## src/rtl/fetch_pc_ctrl_pkg.sv

```systemverilog
// Shared types and constants for the instruction-fetch front end.
// Also holds the standard 16-bit PC incrementer used for every +2 step.
package fetch_pkg;

  localparam int          INSTR_W = 16;
  localparam logic [15:0] PC_STEP = 16'h0002;

  typedef enum logic [1:0] {
    IDLE   = 2'd0,
    REQ    = 2'd1,
    HALTED = 2'd2
  } state_t;

  typedef struct packed {
    logic [INSTR_W-1:0] instr;
    logic [15:0]        pc;
    logic [15:0]        pc_plus2;
  } skid_entry_t;

  // Standard 16-bit incrementer; wraps modulo 2^16 with no carry out.
  function automatic logic [15:0] inc16(input logic [15:0] a);
    return a + PC_STEP;
  endfunction

endpackage

```

## src/rtl/fetch_pc_ctrl_if.sv

```systemverilog
// Instruction-memory fetch bus: req/addr held until a one-cycle ack with rdata.
interface fetch_pc_ctrl_if;
  logic        imem_req;
  logic [15:0] imem_addr;
  logic        imem_ack;
  logic [15:0] imem_rdata;

  modport master (output imem_req, output imem_addr, input imem_ack, input imem_rdata);
  modport slave  (input imem_req, input imem_addr, output imem_ack, output imem_rdata);
endinterface

```

## src/rtl/fetch_pc_ctrl_skid1.sv

```systemverilog
// One-entry skid buffer in front of a registered output slot, with flush.
// The skid always drains into the output before a newer entry may take the slot.
module fetch_skid1
  import fetch_pkg::*;
(
  input  logic        clk,
  input  logic        rst_n,
  input  logic        flush,
  input  logic        in_valid,
  input  skid_entry_t in_data,
  output logic        in_ready,
  output logic        slot_free,
  input  logic        out_ready,
  output logic        out_valid,
  output skid_entry_t out_data
);

  logic        out_valid_r;
  logic        skid_valid_r;
  skid_entry_t out_data_r;
  skid_entry_t skid_data_r;
  logic        slot_free_s;

  // Output slot can take a new entry when it is empty or being consumed.
  always_comb begin
    slot_free_s = ~out_valid_r | out_ready;
  end

  // Output and skid registers; flush drops both entries.
  always_ff @(posedge clk) begin
    if (!rst_n) begin
      out_valid_r  <= 1'b0;
      skid_valid_r <= 1'b0;
      out_data_r   <= '0;
      skid_data_r  <= '0;
    end else if (flush) begin
      out_valid_r  <= 1'b0;
      skid_valid_r <= 1'b0;
    end else if (slot_free_s) begin
      if (skid_valid_r) begin
        out_valid_r  <= 1'b1;
        out_data_r   <= skid_data_r;
        skid_valid_r <= in_valid;
        if (in_valid) skid_data_r <= in_data;
      end else begin
        out_valid_r <= in_valid;
        if (in_valid) out_data_r <= in_data;
      end
    end else if (in_valid) begin
      skid_valid_r <= 1'b1;
      skid_data_r  <= in_data;
    end
  end

  assign in_ready  = ~skid_valid_r;
  assign slot_free = slot_free_s;
  assign out_valid = out_valid_r;
  assign out_data  = out_data_r;

endmodule

```

## src/rtl/fetch_pc_ctrl.sv

```systemverilog
// Fetch front end: owns the PC, issues word fetches, handles redirect/halt,
// and hands {instr, pc, pc+2} to decode through a one-entry skid.
module fetch_pc_ctrl
  import fetch_pkg::*;
#(
  parameter logic [15:0] RESET_PC = 16'h0000,
  parameter int          WIDTH    = 16
) (
  input  logic                clk,
  input  logic                rst_n,
  fetch_pc_ctrl_if.master     imem,
  input  logic                redirect_valid,
  input  logic [WIDTH-1:0]    redirect_pc,
  input  logic                halt,
  input  logic                if_ready,
  output logic                if_valid,
  output logic [WIDTH-1:0]    if_instr,
  output logic [WIDTH-1:0]    if_pc,
  output logic [WIDTH-1:0]    if_pc_plus2,
  output logic                halted
);

  state_t      state_r, state_nxt_s;
  logic [15:0] pc_r, pc_nxt_s;
  logic [15:0] addr_r;
  logic        squash_r, squash_nxt_s;
  logic        halt_pend_r, halt_pend_nxt_s;
  logic        ack_s, accept_s, flush_s, hold_addr_s;
  logic        skid_empty_s, slot_free_s;
  skid_entry_t entry_s, out_entry_s;

  // Next-state, next-PC and squash decisions.
  always_comb begin
    ack_s           = imem.imem_ack & (state_r == REQ);
    state_nxt_s     = state_r;
    pc_nxt_s        = pc_r;
    squash_nxt_s    = squash_r;
    halt_pend_nxt_s = halt_pend_r;
    accept_s        = 1'b0;
    flush_s         = 1'b0;
    entry_s         = '{instr: imem.imem_rdata, pc: pc_r, pc_plus2: inc16(pc_r)};
    case (state_r)
      IDLE: begin
        if (halt) begin
          state_nxt_s = HALTED;
        end else if (redirect_valid) begin
          flush_s     = 1'b1;
          pc_nxt_s    = redirect_pc & 16'hFFFE;
          state_nxt_s = REQ;
        end else if (skid_empty_s) begin
          state_nxt_s = REQ;
        end else begin
          state_nxt_s = IDLE;
        end
      end
      REQ: begin
        if (halt || halt_pend_r) begin
          // The outstanding fetch is younger than the HALT: its data is dropped.
          if (ack_s) begin
            state_nxt_s     = HALTED;
            squash_nxt_s    = 1'b0;
            halt_pend_nxt_s = 1'b0;
          end else begin
            squash_nxt_s    = 1'b1;
            halt_pend_nxt_s = 1'b1;
          end
        end else if (redirect_valid) begin
          flush_s      = 1'b1;
          pc_nxt_s     = redirect_pc & 16'hFFFE;
          squash_nxt_s = ~ack_s;
        end else if (ack_s) begin
          if (squash_r) begin
            squash_nxt_s = 1'b0;
          end else begin
            accept_s    = 1'b1;
            pc_nxt_s    = inc16(pc_r);
            state_nxt_s = (slot_free_s && skid_empty_s) ? REQ : IDLE;
          end
        end else begin
          state_nxt_s = REQ;
        end
      end
      HALTED: begin
        state_nxt_s = HALTED;
      end
      default: begin
        state_nxt_s = IDLE;
      end
    endcase
    hold_addr_s = (state_r == REQ) && !ack_s;
  end

  // Architectural PC, FSM state and the held fetch address.
  always_ff @(posedge clk) begin
    if (!rst_n) begin
      state_r     <= IDLE;
      pc_r        <= RESET_PC;
      addr_r      <= RESET_PC;
      squash_r    <= 1'b0;
      halt_pend_r <= 1'b0;
    end else begin
      state_r     <= state_nxt_s;
      pc_r        <= pc_nxt_s;
      squash_r    <= squash_nxt_s;
      halt_pend_r <= halt_pend_nxt_s;
      if (hold_addr_s) addr_r <= addr_r;
      else             addr_r <= pc_nxt_s;
    end
  end

  fetch_skid1 u_skid (
    .clk       (clk),
    .rst_n     (rst_n),
    .flush     (flush_s),
    .in_valid  (accept_s),
    .in_data   (entry_s),
    .in_ready  (skid_empty_s),
    .slot_free (slot_free_s),
    .out_ready (if_ready),
    .out_valid (if_valid),
    .out_data  (out_entry_s)
  );

  assign imem.imem_req  = (state_r == REQ);
  assign imem.imem_addr = addr_r;
  assign halted         = (state_r == HALTED);
  assign if_instr       = out_entry_s.instr;
  assign if_pc          = out_entry_s.pc;
  assign if_pc_plus2    = out_entry_s.pc_plus2;

endmodule

```

## src/flat_wrapper.sv

```systemverilog
// flat-port wrapper written by rule: the top's interface ports become plain ports
module fetch_pc_ctrl_flat import fetch_pkg::*;
#(
  parameter logic [15:0] RESET_PC = 16'h0000,
  parameter int          WIDTH    = 16
)
  (clk, rst_n, redirect_valid, redirect_pc, halt, if_ready, if_valid, if_instr, if_pc, if_pc_plus2, halted, imem_imem_req, imem_imem_addr, imem_imem_ack, imem_imem_rdata);
  fetch_pc_ctrl_if imem_i ();
  input  logic clk;
  input  logic rst_n;
  input  logic redirect_valid;
  input  logic [WIDTH-1:0] redirect_pc;
  input  logic halt;
  input  logic if_ready;
  output logic if_valid;
  output logic [WIDTH-1:0] if_instr;
  output logic [WIDTH-1:0] if_pc;
  output logic [WIDTH-1:0] if_pc_plus2;
  output logic halted;
  output wire logic [$bits(imem_i.imem_req)-1:0] imem_imem_req;
  output wire logic [$bits(imem_i.imem_addr)-1:0] imem_imem_addr;
  input wire logic [$bits(imem_i.imem_ack)-1:0] imem_imem_ack;
  input wire logic [$bits(imem_i.imem_rdata)-1:0] imem_imem_rdata;
  assign imem_imem_req = imem_i.imem_req;
  assign imem_imem_addr = imem_i.imem_addr;
  assign imem_i.imem_ack = imem_imem_ack;
  assign imem_i.imem_rdata = imem_imem_rdata;
  fetch_pc_ctrl #(.RESET_PC(RESET_PC), .WIDTH(WIDTH)) u_core (.clk(clk), .rst_n(rst_n), .imem(imem_i), .redirect_valid(redirect_valid), .redirect_pc(redirect_pc), .halt(halt), .if_ready(if_ready), .if_valid(if_valid), .if_instr(if_instr), .if_pc(if_pc), .if_pc_plus2(if_pc_plus2), .halted(halted));
endmodule
```

## config.mk

```make
export PLATFORM = sky130hd
export DESIGN_NAME = fetch_pc_ctrl_flat
export DESIGN_NICKNAME = d
export VERILOG_FILES = /design/src/rtl/fetch_pc_ctrl_pkg.sv /design/src/rtl/fetch_pc_ctrl_if.sv /design/src/rtl/fetch_pc_ctrl_skid1.sv /design/src/rtl/fetch_pc_ctrl.sv /design/src/flat_wrapper.sv
export SDC_FILE = /design/constraint.sdc
export NUM_CORES = 1
export LEC_CHECK = 0
export ABC_CLOCK_PERIOD_IN_PS = 1860
export CAP_MARGIN = 20
export CORE_MARGIN = 5
export CORE_UTILIZATION = 49
export CTS_BUF_LIST = sky130_fd_sc_hd__clkbuf_2
export CTS_CLUSTER_DIAMETER = 60
export DETAILED_ROUTE_END_ITERATION = 8
export GPL_TIMING_DRIVEN = 0
export HOLD_SLACK_MARGIN = 0.08
export PLACE_DENSITY = 0.8
export SYNTH_ARGS = -nofsm -noshare
export SYNTH_HDL_FRONTEND = slang
export SYNTH_SLANG_ARGS = --single-unit
```

## constraint.sdc

```tcl
create_clock -name clk -period 1.86 [get_ports clk]
set_input_delay 0.372 -clock clk [delete_from_list [all_inputs] [get_ports clk]]
set_output_delay 0.372 -clock clk [all_outputs]
set_load 0.005 [all_outputs]
```

**Word level (Yosys, flattened, before mapping)**

Cells that the tools add are included.

- Register bits: 134
- Bits of input ports: 38
- Output and inout bits: 67
- Word-level logic and storage cells: 80

- $add $sub $neg: 1
- Equal/unequal tests: 6
- Multiplexer cells: 39
- Bitwise logic cells: 7
- Reductions and logical operators: 14

Operators by type and width:

| kind | number |
|---|---|
| 2-to-1 mux 48 bit | 5 |
| 2-to-1 mux 16 bit | 6 |
| case mux 16 bit (2 select lines) | 1 |
| 2-to-1 mux 1 bit | 18 |
| adder 16 x 2 -> 16 bit (second input constant) | 1 |
| 2-to-1 mux 2 bit | 7 |
| inequality test 3 x 2 -> 1 bit (second input constant) | 2 |
| case mux 2 bit (3 select lines) | 1 |
| AND reduction 2 bit | 3 |
| AND reduction 3 bit | 2 |
| inverter 1 bit | 5 |
| inequality test 4 bit (second input constant) | 1 |
| nonzero test 2 bit | 2 |
| nonzero test 3 bit | 1 |
| == test 2 x 1 -> 1 bit (second input constant) | 1 |
| == test 2 bit (second input constant) | 1 |
| logical AND 1 bit | 2 |
| logical NOT 2 bit | 1 |
| inequality test 2 bit (second input constant) | 1 |
| case mux 1 bit (2 select lines) | 1 |
| OR reduction 2 bit | 1 |
| bitwise AND 1 bit | 1 |
| logical NOT 1 bit | 1 |
| logical OR 1 bit | 1 |
| OR 1 bit | 1 |

**Longest topological paths before layout**

Gate-level depths: netlist of run 1.

- Depth in word-level cells: 9
- Depth in mapped cells: 9
- Mapped depth without buffers: 6

**Modules after synthesis**

Synthesis of run 1 repeated with hierarchy kept, for this count alone.

- Cells, all modules: 781
- Area, all modules: 6,856.6 um^2

Modules (own cells, without submodules):

| module | instances | cells each | area an instance (um^2) | seq. area each (um^2) |
|---|---|---|---|---|
| fetch_skid1 | 1 | 439 | 4,307.9 | 1,961.9 |
| fetch_pc_ctrl | 1 | 342 | 2,548.7 | 720.7 |

**Least setup slack after synthesis of run 1**

No wires, ideal clock.

- Path kind: input-to-reg
- Start: in halt
- End: reg u_core.u_skid.skid_data_r[17] (netlist bit)
- Library setup time: 0.132 ns
- Data arrival time: 1.849 ns
- Data required time: 1.728 ns
- Slack: -0.121 ns
- Cell stages on the path: 9
- Buffers on the path: 4
- Cells stage by stage: clkbuf_1 > or3_1 > clkbuf_1 > nor2_2 > o21ai_1 > buf_2 > buf_1 > nand2_1 > a21oi_1

- Cells in the longest elaborated chain, start to end: 6
- Elaborated cells on any way between the ends: 11
- Classes of those cells: mux (8); bitwise (1); reduce/logical (2)

RTL lines:

| item | RTL line | text |
|---|---|---|
| start: declaration | flat_wrapper.sv:13 | `input logic halt;` |
| logical OR 1 bit | fetch_pc_ctrl.sv:57 | `if (halt \|\| halt_pend_r) begin` |
| 2-to-1 mux 1 bit | fetch_pc_ctrl.sv:57 |  |
| 2-to-1 mux 1 bit | fetch_pc_ctrl.sv:42 | `case (state_r)` |
| 2-to-1 mux 48 bit (3 in series) | -- |  |
| end signal: assignment | fetch_pc_ctrl_skid1.sv:44 | `if (in_valid) skid_data_r <= in_data;` |
| end signal: assignment | fetch_pc_ctrl_skid1.sv:51 | `skid_data_r <= in_data;` |
| end: declaration | fetch_pc_ctrl_skid1.sv:21 | `skid_entry_t skid_data_r;` |

Several ways; a longest one is shown, not always the timed one. The select of a mux whose other input is x is not followed.
A chain may end at the register's enable or synchronous reset.

**Final worst setup path of run 1**

- Start: reg u_core.state_r[1]
- End: reg u_core.u_skid.out_data_r (netlist bit u_core.u_skid.out_data[42])

- Cells in the longest elaborated chain, start to end: 8
- Elaborated cells on any way between the ends: 11
- Classes of those cells: eq/ne (1); mux (5); bitwise (2); reduce/logical (3)

RTL lines:

| item | RTL line | text |
|---|---|---|
| start: declaration | fetch_pc_ctrl.sv:23 | `state_t state_r, state_nxt_s;` |
| start signal: assignment | fetch_pc_ctrl.sv:102 | `state_r <= state_nxt_s;` |
| == test 2 x 1 -> 1 bit | fetch_pc_ctrl.sv:34, fetch_pc_ctrl.sv:42 |  |
| bitwise AND 1 bit | fetch_pc_ctrl.sv:34 | `ack_s = imem.imem_ack & (state_r == REQ);` |
| 2-to-1 mux 1 bit | fetch_pc_ctrl.sv:71 | `end else if (ack_s) begin` |
| 2-to-1 mux 1 bit | fetch_pc_ctrl.sv:67 | `end else if (redirect_valid) begin` |
| 2-to-1 mux 1 bit | fetch_pc_ctrl.sv:57 |  |
| 2-to-1 mux 1 bit | fetch_pc_ctrl.sv:42 |  |
| nonzero test 2 bit (no line) | -- |  |
| AND reduction 3 bit (no line) (*) | -- |  |
| end signal: assignment | fetch_pc_ctrl_skid1.sv:42 | `out_data_r <= skid_data_r;` |
| end signal: assignment | fetch_pc_ctrl_skid1.sv:47 | `if (in_valid) out_data_r <= in_data;` |
| end: declaration | fetch_pc_ctrl_skid1.sv:20 | `skid_entry_t out_data_r;` |

Every way passes the cells marked *; elsewhere a longest branch is shown, timed or not.

==> impl.org, run 1 <==
** Outcome
- Result of the run :: finished, violations left
- Violations in the final reports :: negative setup slack

** Run
- The tool flagged a number of max-cap violations equal to 0.

** Place
- Last weighted congestion value of the routability-driven placer :: 0.9320
- Detailed placement finished with a half-perimeter wire length of 13750 microns.
- The count of buffers added on input and output ports is 102.
- Place WS :: -1.133 ns

** Die
- Once the floorplan was initialized, standard cells occupied 49.37% of the core.
- In this run the vertical extent of the chip is 119.3 microns.
- Boundary pin count :: 105
- Floorplan Core Area :: 0.01186 sq mm
- The initialized floorplan defines 40 standard-cell rows.
- The die covers 0.01424 sq mm.
- The die is 119.3 microns wide.

** Worst setup path
- Critical R2R Launch :: u_core.state_r[1]
- Counting cells, the worst reg-to-reg path comes to 10.
- By instance count, the cell type seen most on the critical path is sky130_fd_sc_hd__buf_6.
- In this design, the stage delay of the slowest critical-path cell is 0.40 ns.
- Crit Path Class :: flip-flop to flip-flop
- Among all stages on the critical path, the largest delay is contributed by sky130_fd_sc_hd__dfxtp_4.
- Nature of the critical path endpoint :: flip-flop
- For the worst setup path, the data arrival time is 2.77 ns.
- The setup check on the worst reg-to-reg path leaves a slack of -0.26 ns.
- CP max FO :: 5
- At the worst endpoint, the required time is 2.51 ns.
- The worst setup path is launched from a flip-flop.
- Capture point of the worst reg-to-reg path :: u_core.u_skid.out_data[42]
- Cell chain of the critical path :: buf_6, nor4bb_4, buf_4, nand2_4, a221oi_4, buf_6, buf_6, buf_6, nor2_2, a211oi_2
- In this run the worst setup path begins at u_core.state_r[1].

** Timing
- For the final database, setup skew stands at 0.02076 ns.
- Count of endpoints failing hold in the final timing report :: 0
- Share of the clock period used by the worst path :: 113.8%
- Counting I/O delays and the setup requirement, the final critical path takes 2.117 ns.
- Setup total negative slack on the finished layout was measured at -18.73 ns.
- For the pin with the worst max-slew slack, the measured transition is 0.7440 ns.
- Maximum clock frequency :: 472.5 MHz
- The final max-slew violation count is 0.
- Setup repair after global routing could not meet its margin everywhere.
- Setup violations remaining at the end of the flow were counted as 116.
- Relative slew slack :: 50.40%
- Final Worst Setup Slack :: -0.2566 ns

** CTS
- Post-CTS Hold Buffers :: 0
- Worst-path clk slew :: 0.18 ns
- Buffers inserted during clock tree synthesis total 17.
- The clock tree synthesis step divided the H-tree into 4 levels.
- Maximum buffer depth of the clock tree :: 2
- Worst skew pair latency :: 0.74 ns
- CTS tree :: yes
- The clock drives 132 sinks.
- Buffer cell driving the clock tree root :: sky130_fd_sc_hd__clkbuf_2

** Min path
- Path category of the worst min-delay check :: input pin to flip-flop
- Startpoint of the tightest hold check path :: imem_imem_rdata[15]
- Endpoint of the worst hold path :: u_core.u_skid.skid_data_r[47]
- Instance count along the most critical hold path :: 3

** Yosys
- Portion of the post-synthesis area used by sequential elements :: 45.13%
- Counting flops and latches in the post-synthesis netlist gives 132.
- The synthesized design devotes to its leading area cell type 45.13% of total area.
- Largest area contributor in the synthesized netlist :: sky130_fd_sc_hd__dfxtp_1
- Mapped Area :: 0.005856 sq mm
- In the synthesized netlist the dominant register cell turns out to be sky130_fd_sc_hd__dfxtp_1.
- Yosys attributes the largest share of cell area to sky130_fd_sc_hd__dfxtp_1 45%, sky130_fd_sc_hd__mux2i_1 6.3%, sky130_fd_sc_hd__nand2_1 6.2%, sky130_fd_sc_hd__a21oi_1 5.8%, sky130_fd_sc_hd__a211oi_1 5.4%.
- Most common cell in the synthesized netlist :: sky130_fd_sc_hd__dfxtp_1
- Yosys mapped the design onto 55 distinct sky130hd cell types.
- Cell count after synthesis :: 698
- Of all flip-flops after synthesis, the portion carrying an async set or reset was 0%.
- Number of enable flip-flop cells after synthesis :: 0
- Each instance of the synthesized netlist takes up on average 8.389 sq um.
- Number of nets produced by synthesis :: 737
- Commonest cells post-synth :: 132 x sky130_fd_sc_hd__dfxtp_1, 97 x sky130_fd_sc_hd__nand2_1, 68 x sky130_fd_sc_hd__a21oi_1
- Total of warnings raised by yosys :: 0

** Final layout
- The area growth from synthesis to layout is 51.86%.
- After the last flow step, the layout net total stands at 910.
- The repair_antennas step left the layout with diodes totalling 0.
- The post-route netlist has 39.25% of its cells at a drive strength greater than 1.
- Summing all flip-flop and latch instances after layout gives 0.002738 sq mm.
- In the final layout, the multi-input gates occupy 0.003606 sq mm.
- Counting the fill cells in the layout gives 819.

** Route
- Overall routed net length :: 22120 microns
- Once detail routing completed, the nets flagged for antenna violations numbered 0.
- Length of the first detailed-routing pass in iterations :: 8
- For this block, the initial DRC count from the detailed router was 522.
- Mean number of vias per cell :: 6.253
- Remaining design rule violation count :: 0
- The detailed router placed 6447 vias in this run.
- Dividing the detail-routed wire length by the instance count gives 21.45 microns.

** Global route
- Global route total overflow :: 0
- The first global-routing pass estimated 32040 microns of wire.
- The number of global-route vias before repair is 6267.
- Maximum number of pins on one net before global-route repair :: 17
- The number of antenna violations at the first check in global routing was 0.
- Global routing used 28.11% of the available tracks.

** Power and ir drop
- Lkg Pwr :: 3.433 nW
- Pwr per Cell Area :: 648.0 mW/mm^2
- The worst-case IR drop observed on VDD is 458.5 uV.
critical path, delay by kind of cell (launching register included):
| family | cells | cell delay (ns) |
|---|---|---|
| buf+inv | 5 | 0.71 |
| compound gates | 2 | 0.56 |
| flops | 1 | 0.40 |
| simple gates | 3 | 0.37 |
stage by stage:
| step | cells | cell area (sq um) | hold WS (ns) | util, % | total power [W] |
|---|---|---|---|---|---|
| after global routing | 1031 | 8892 | 0.1814 | 74.97 | 0.005952 |
| after floorplan | 698 | 5878 | 0.4360 | - | 0.003369 |
| after CTS | 1015 | 8184 | 0.1785 | 69.00 | 0.005595 |
| final | 1031 | 8892 | 0.2187 | 74.97 | 0.005762 |
| after global placement | 947 | 7083 | 0.4409 | 59.72 | 0.003691 |
| after detailed placement | 947 | 7083 | 0.4476 | 59.72 | 0.003700 |
power by group:
| part | total, W | switching [W] | internal [W] |
|---|---|---|---|
| Sequential | 0.00300 | 0.0000847 | 0.00291 |
| Clock | 0.00186 | 0.00109 | 0.000770 |
| Combinational | 0.000909 | 0.000492 | 0.000417 |
| Total | 0.00576 | 0.00166 | 0.00410 |
cell type report:
| class | instances | share of cell area, % |
|---|---|---|
| multi-input cells | 487 | 40.55 |
| plain buffers | 59 | 5.403 |
| inverters | 10 | 0.5628 |
| well taps | 147 | 2.068 |
| flip-flops and latches | 132 | 30.79 |
| repair buffers | 164 | 17.91 |
| clock buffers | 22 | 1.238 |
| clock inverters | 10 | 1.477 |
worst max path at each step:
stage                                             to  slack (ns)  depth (start not counted)
after global routing      u_core.u_skid.out_data[42]       -0.31                         10
after floorplan             u_core.imem.imem_addr[3]       -0.02                          7
after global placement    u_core.u_skid.out_data[12]       -1.03                          7
after CTS                 u_core.u_skid.out_data[15]       -0.18                          9
after detailed placement  u_core.u_skid.out_data[10]       -1.13                          8
final                     u_core.u_skid.out_data[42]       -0.26                         10
cell families (layout without fill, tap and decap cells):
family / Yosys count / in the layout / synth area share (%)
AO/OA/AOI/OAI: 208 / 208 / 23.63
XOR/XNOR: 12 / 12 / 1.795
adder cells (fa/ha/maj): 1 / 1 / 0.2136
buffers and inverters: 79 / 265 / 5.363
flip-flops: 132 / 132 / 45.13
multiplexers: 38 / 38 / 6.517
AND/OR/NAND/NOR: 228 / 228 / 17.35
sequential cells by signal, indices dropped and copies added, names as in the netlist:
register	cells
u_core.u_skid.out_data	47
u_core.u_skid.skid_data_r	47
u_core.imem.imem_addr	16
u_core.pc_r	16
u_core.state_r	2
u_core.halt_pend_r	1
u_core.squash_r	1
u_core.u_skid.out_valid	1
u_core.u_skid.skid_valid_r	1
what timing repair did:
action | in CTS | in global routing
pin swaps | 41 | 44
gates cloned | 4 | 4
setup endpoints to repair | 193 | 127
setup buffers | 39 | 16
endpoints found under the hold margin | 0 | 0
resized for setup | 270 | 143
cells in the final DEF, fill, tap and decap left out, drive strengths merged, types with 6 or more instances in the layout:
cell and instances:
o21ai 30, nand2 98, o221ai 11, a31oi 7
mux2i 37, dfxtp 132, nand3 13, nor3 12
a21oi 68, clkinv 6, dlygate4sd2 59, a22oi 9
clkdlybuf4s50 35, a211oi 42, clkbuf 66, inv 10
nand4 11, nand2b 7, buf 79, xnor2 7
nor2 65, o221a 6
per-layer routing:
metal	part of all wire, %	vias to the layer above	track usage (%)	wire length (microns)
met1	38	3040	33.60	8364
met5	0	-	0	0
met2	48	443	46.84	10700
met3	9.5	107	7.740	2094
li1	-	2857	-	-
met4	4.3	0	13.10	955
Power figures use the tool's default switching activity.
==> inputs of run 2 (changes only) <==
--- a/config.mk
+++ b/config.mk
@@ -15,6 +15,7 @@
 export GPL_TIMING_DRIVEN = 0
 export HOLD_SLACK_MARGIN = 0.08
 export PLACE_DENSITY = 0.8
+export SKIP_LAST_GASP = 1
 export SYNTH_ARGS = -nofsm -noshare
 export SYNTH_HDL_FRONTEND = slang
 export SYNTH_SLANG_ARGS = --single-unit
==> run 2 against run 1 <==
Register-to-register slack improved by 0.02 ns. Cell area decreased by 2.1%. Cell count decreased by 0.19%. Hold slack got worse by 0.0031 ns. Wire length decreased by 2.9%. Utilization decreased by 1.6 points. The run still ends with negative setup slack left. Fmax increased by 1.2%. Via count decreased by 1.7%. Largest cell class unchanged. Largest power group unchanged.
==> impl.org, run 2 (synthesis results as in run 1) <==
** Power and ir drop
- IR analysis of the VDD net gives a maximum drop of 457.4 uV.
- For this design the ratio of total power to cell area is 658.6 mW/mm^2.
- Summed over all cells, the static leakage comes to 3.382 nW.

** Final layout
- The filler cells instantiated in the layout total 874.
- Post-synthesis to final-layout area growth :: 48.61%
- Footprint of the flip-flops and latches :: 0.002740 sq mm
- After routing the design area is 0.008702 sq mm.
- Antenna Cells :: 0
- Share of final-layout standard cells stronger than drive strength 1 :: 35.37%
- In the final layout, the multi-input gates occupy 0.003463 sq mm.
- The library cell used most frequently in the layout, excluding fill and tap cells, is sky130_fd_sc_hd__nand2_1.
- Leaving out fill and tap cells, the most frequent cells in the layout are 94 x sky130_fd_sc_hd__nand2_1, 69 x sky130_fd_sc_hd__dfxtp_2, 62 x sky130_fd_sc_hd__a21oi_1.
- Final #Nets :: 908

** Global route
- Global-route wire length before repair :: 32120 microns
- Global route total overflow :: 0
- Maximum number of pins on one net before global-route repair :: 17
- Global router's overall resource usage :: 28.18%
- The number of antenna violations at the first check in global routing is 0.
- The number of global-route vias before repair was 6216.

** CTS
- Number of levels the H-tree was split into :: 4
- After clock tree synthesis, the clock-pin slew on the worst setup and hold paths is 0.17 ns.
- Maximum buffer depth of the clock tree :: 2
- Number of buffers inserted during clock tree synthesis :: 17
- Clock latency on the worst-skew pair, taken at its later pin, is 0.75 ns.
- The cell sitting at the root of the clock tree is a sky130_fd_sc_hd__clkbuf_2.
- Sinks on Clock Net :: 132
- CTS tree :: yes

** Place
- The count of buffers added on input and output ports is 102.
- At the end of routability-driven placement, the weighted congestion stood at 0.9320.
- Half-perimeter wire length of the detailed placement result :: 13750 microns
- Summing all placed instances gives a cell area of 0.007083 sq mm.

** Route
- For this run, design rule violations remaining after detail routing come to 0.
- In the routed layout, each cell is associated on average with a via count of 6.157.
- The detailed router finished its first iteration with 747 violations.
- Vias :: 6336
- The detail route stage leaves a number of antenna-violating nets equal to 0.
- Overall routed net length :: 21470 microns
- The first detailed-routing pass ran for 8 iterations.
- In the final routed layout, each cell accounts on average for 20.86 microns.

** Worst setup path
- Worst Path Arrival :: 2.75 ns
- The worst setup path is captured at a flip-flop.
- The number of cells on the worst reg-to-reg path is 10.
- Largest stage delay on the critical path :: 0.40 ns
- The critical path ends at u_core.u_skid.out_data[42].
- In this run the critical register-to-register path is captured at u_core.u_skid.out_data[42].
- Timing startpoint of the critical path :: u_core.state_r[1]
- The slowest stage of the critical path belongs to the cell sky130_fd_sc_hd__dfxtp_4.
- Traced cell by cell, the critical path runs through buf_6, nor4bb_4, buf_4, nand2_4, a221oi_4, buf_6, buf_6, buf_6, nor2_2, a211oi_2.
- Required time at the endpoint of the critical path :: 2.51 ns
- In this run the register-to-register setup slack is -0.23 ns.
- The worst setup path is launched from a flip-flop.
- The startpoint identified for the worst register-to-register timing path is u_core.state_r[1].
- The critical path is of the flip-flop to flip-flop type.
- Along the worst path, the maximum fanout reaches 5.
- Crit-path most repeated cell :: sky130_fd_sc_hd__buf_6

** Timing
- The final critical path takes up 112.5% of the cycle.
- In the post-route analysis, the smallest setup slack over all paths is -0.2321 ns.
- Count of pins over their slew limit :: 0
- Total of endpoints with negative setup slack in the final report :: 113
- Final min period :: 2.092 ns
- Setup repair after global routing could not meet its margin everywhere.
- After routing, the total negative slack on setup checks comes to -15.58 ns.
- The number of endpoints with negative hold slack in the final report was 0.
- Maximum clock frequency :: 478.0 MHz
- Worst Max-Slew Pin Slew :: 0.7796 ns
- Headroom to the max-slew limit came out at 48.03%.
- Across the routed clock network, the largest skew measured is 0.02554 ns.

** Min path
- Startpoint of the tightest hold check path :: imem_imem_rdata[0]
- The worst hold path belongs to the class input pin to flip-flop.

** Die
- Floorplan Core Area :: 0.01186 sq mm
- In this run the vertical extent of the chip is 119.3 microns.
- Initial cell density of the core :: 49.37%
- The die covers 0.01424 sq mm.
- Width of the die :: 119.3 microns
- The floorplan has 40 rows.
- Boundary pin count :: 105

** Run
- Across the run, the number of max-cap violations was 0.

** Outcome
- Result of the run :: finished, violations left
- The checks that failed: negative setup slack.
run 2: cell types whose count changed in the layout (fill, tap and decap cells not counted), moves of 4 or more:
| cell | before | now |
|---|---|---|
| sky130_fd_sc_hd__a211oi_1 | 17 | 21 |
| sky130_fd_sc_hd__a211oi_2 | 25 | 21 |
| sky130_fd_sc_hd__a21oi_1 | 56 | 62 |
| sky130_fd_sc_hd__a21oi_2 | 11 | 5 |
| sky130_fd_sc_hd__buf_4 | 47 | 51 |
| sky130_fd_sc_hd__buf_6 | 21 | 17 |
| sky130_fd_sc_hd__nand2_1 | 77 | 94 |
| sky130_fd_sc_hd__nand2_2 | 12 | 0 |
| sky130_fd_sc_hd__nand2_4 | 9 | 4 |
| sky130_fd_sc_hd__nor2_1 | 43 | 48 |
| sky130_fd_sc_hd__nor2_2 | 18 | 14 |
run 2: how the worst min path moves through the flow:
stage	end	slack (ns)	depth (start not counted)
2_1_floorplan	u_core.u_skid.skid_data_r[0]	0.44	2
3_3_place_gp	u_core.u_skid.skid_data_r[47]	0.44	2
3_5_place_dp	u_core.u_skid.skid_data_r[42]	0.45	2
4_1_cts	u_core.u_skid.skid_data_r[37]	0.18	3
5_1_grt	u_core.u_skid.skid_data_r[45]	0.18	3
6_report	u_core.u_skid.skid_data_r[32]	0.22	3
run 2: critical path: cells and delay by family (launching register included):
| kind | cells | cell delay (ns) |
|---|---|---|
| AND/OR/NAND/NOR | 3 | 0.37 |
| flip-flops | 1 | 0.40 |
| buffers and inverters | 5 | 0.71 |
| AO/OA/AOI/OAI | 2 | 0.53 |
run 2: timing repair:
action	in CTS	in global routing
setup endpoints to repair	193	128
buffers inserted	39	16
cloned	4	3
pin swaps	39	36
gates resized for setup	266	105
hold buffers	0	0
run 2: where the power goes:
group / total, W / internal, W / switching, W
logic: 0.000896 / 0.000413 / 0.000483
clock network: 0.00184 / 0.000770 / 0.00107
registers: 0.00300 / 0.00291 / 0.0000840
total: 0.00573 / 0.00409 / 0.00164
run 2: routing by layer:
layer	part of all wire, %	GRT usage, %
met3	9.2	7.835
met4	5.2	13.10
met1	38	33.71
met2	47	46.87
met5	0	0
run 2: metrics by stage:
stage / util (%) / cells / total power (W) / hold WS, ns / setup slack (ns)
floorplan: - / 698 / 0.003369 / 0.4360 / -0.02406
global placement: 59.72 / 947 / 0.003691 / 0.4409 / -1.031
detailed placement: 59.72 / 947 / 0.003700 / 0.4476 / -1.133
CTS: 68.84 / 1015 / 0.005590 / 0.1785 / -0.1792
global route: 73.37 / 1029 / 0.005937 / 0.1795 / -0.3046
finish: 73.37 / 1029 / 0.005731 / 0.2156 / -0.2321
run 2: final cells by class:
class / instances / share of cell area, %
buffer: 58 / 5.421
clock buffer: 22 / 1.265
clock inverter: 10 / 1.510
inverter: 10 / 0.5751
multi-input combinational: 487 / 39.80
sequential: 132 / 31.49
tap: 147 / 2.114
timing repair buffer: 163 / 17.83
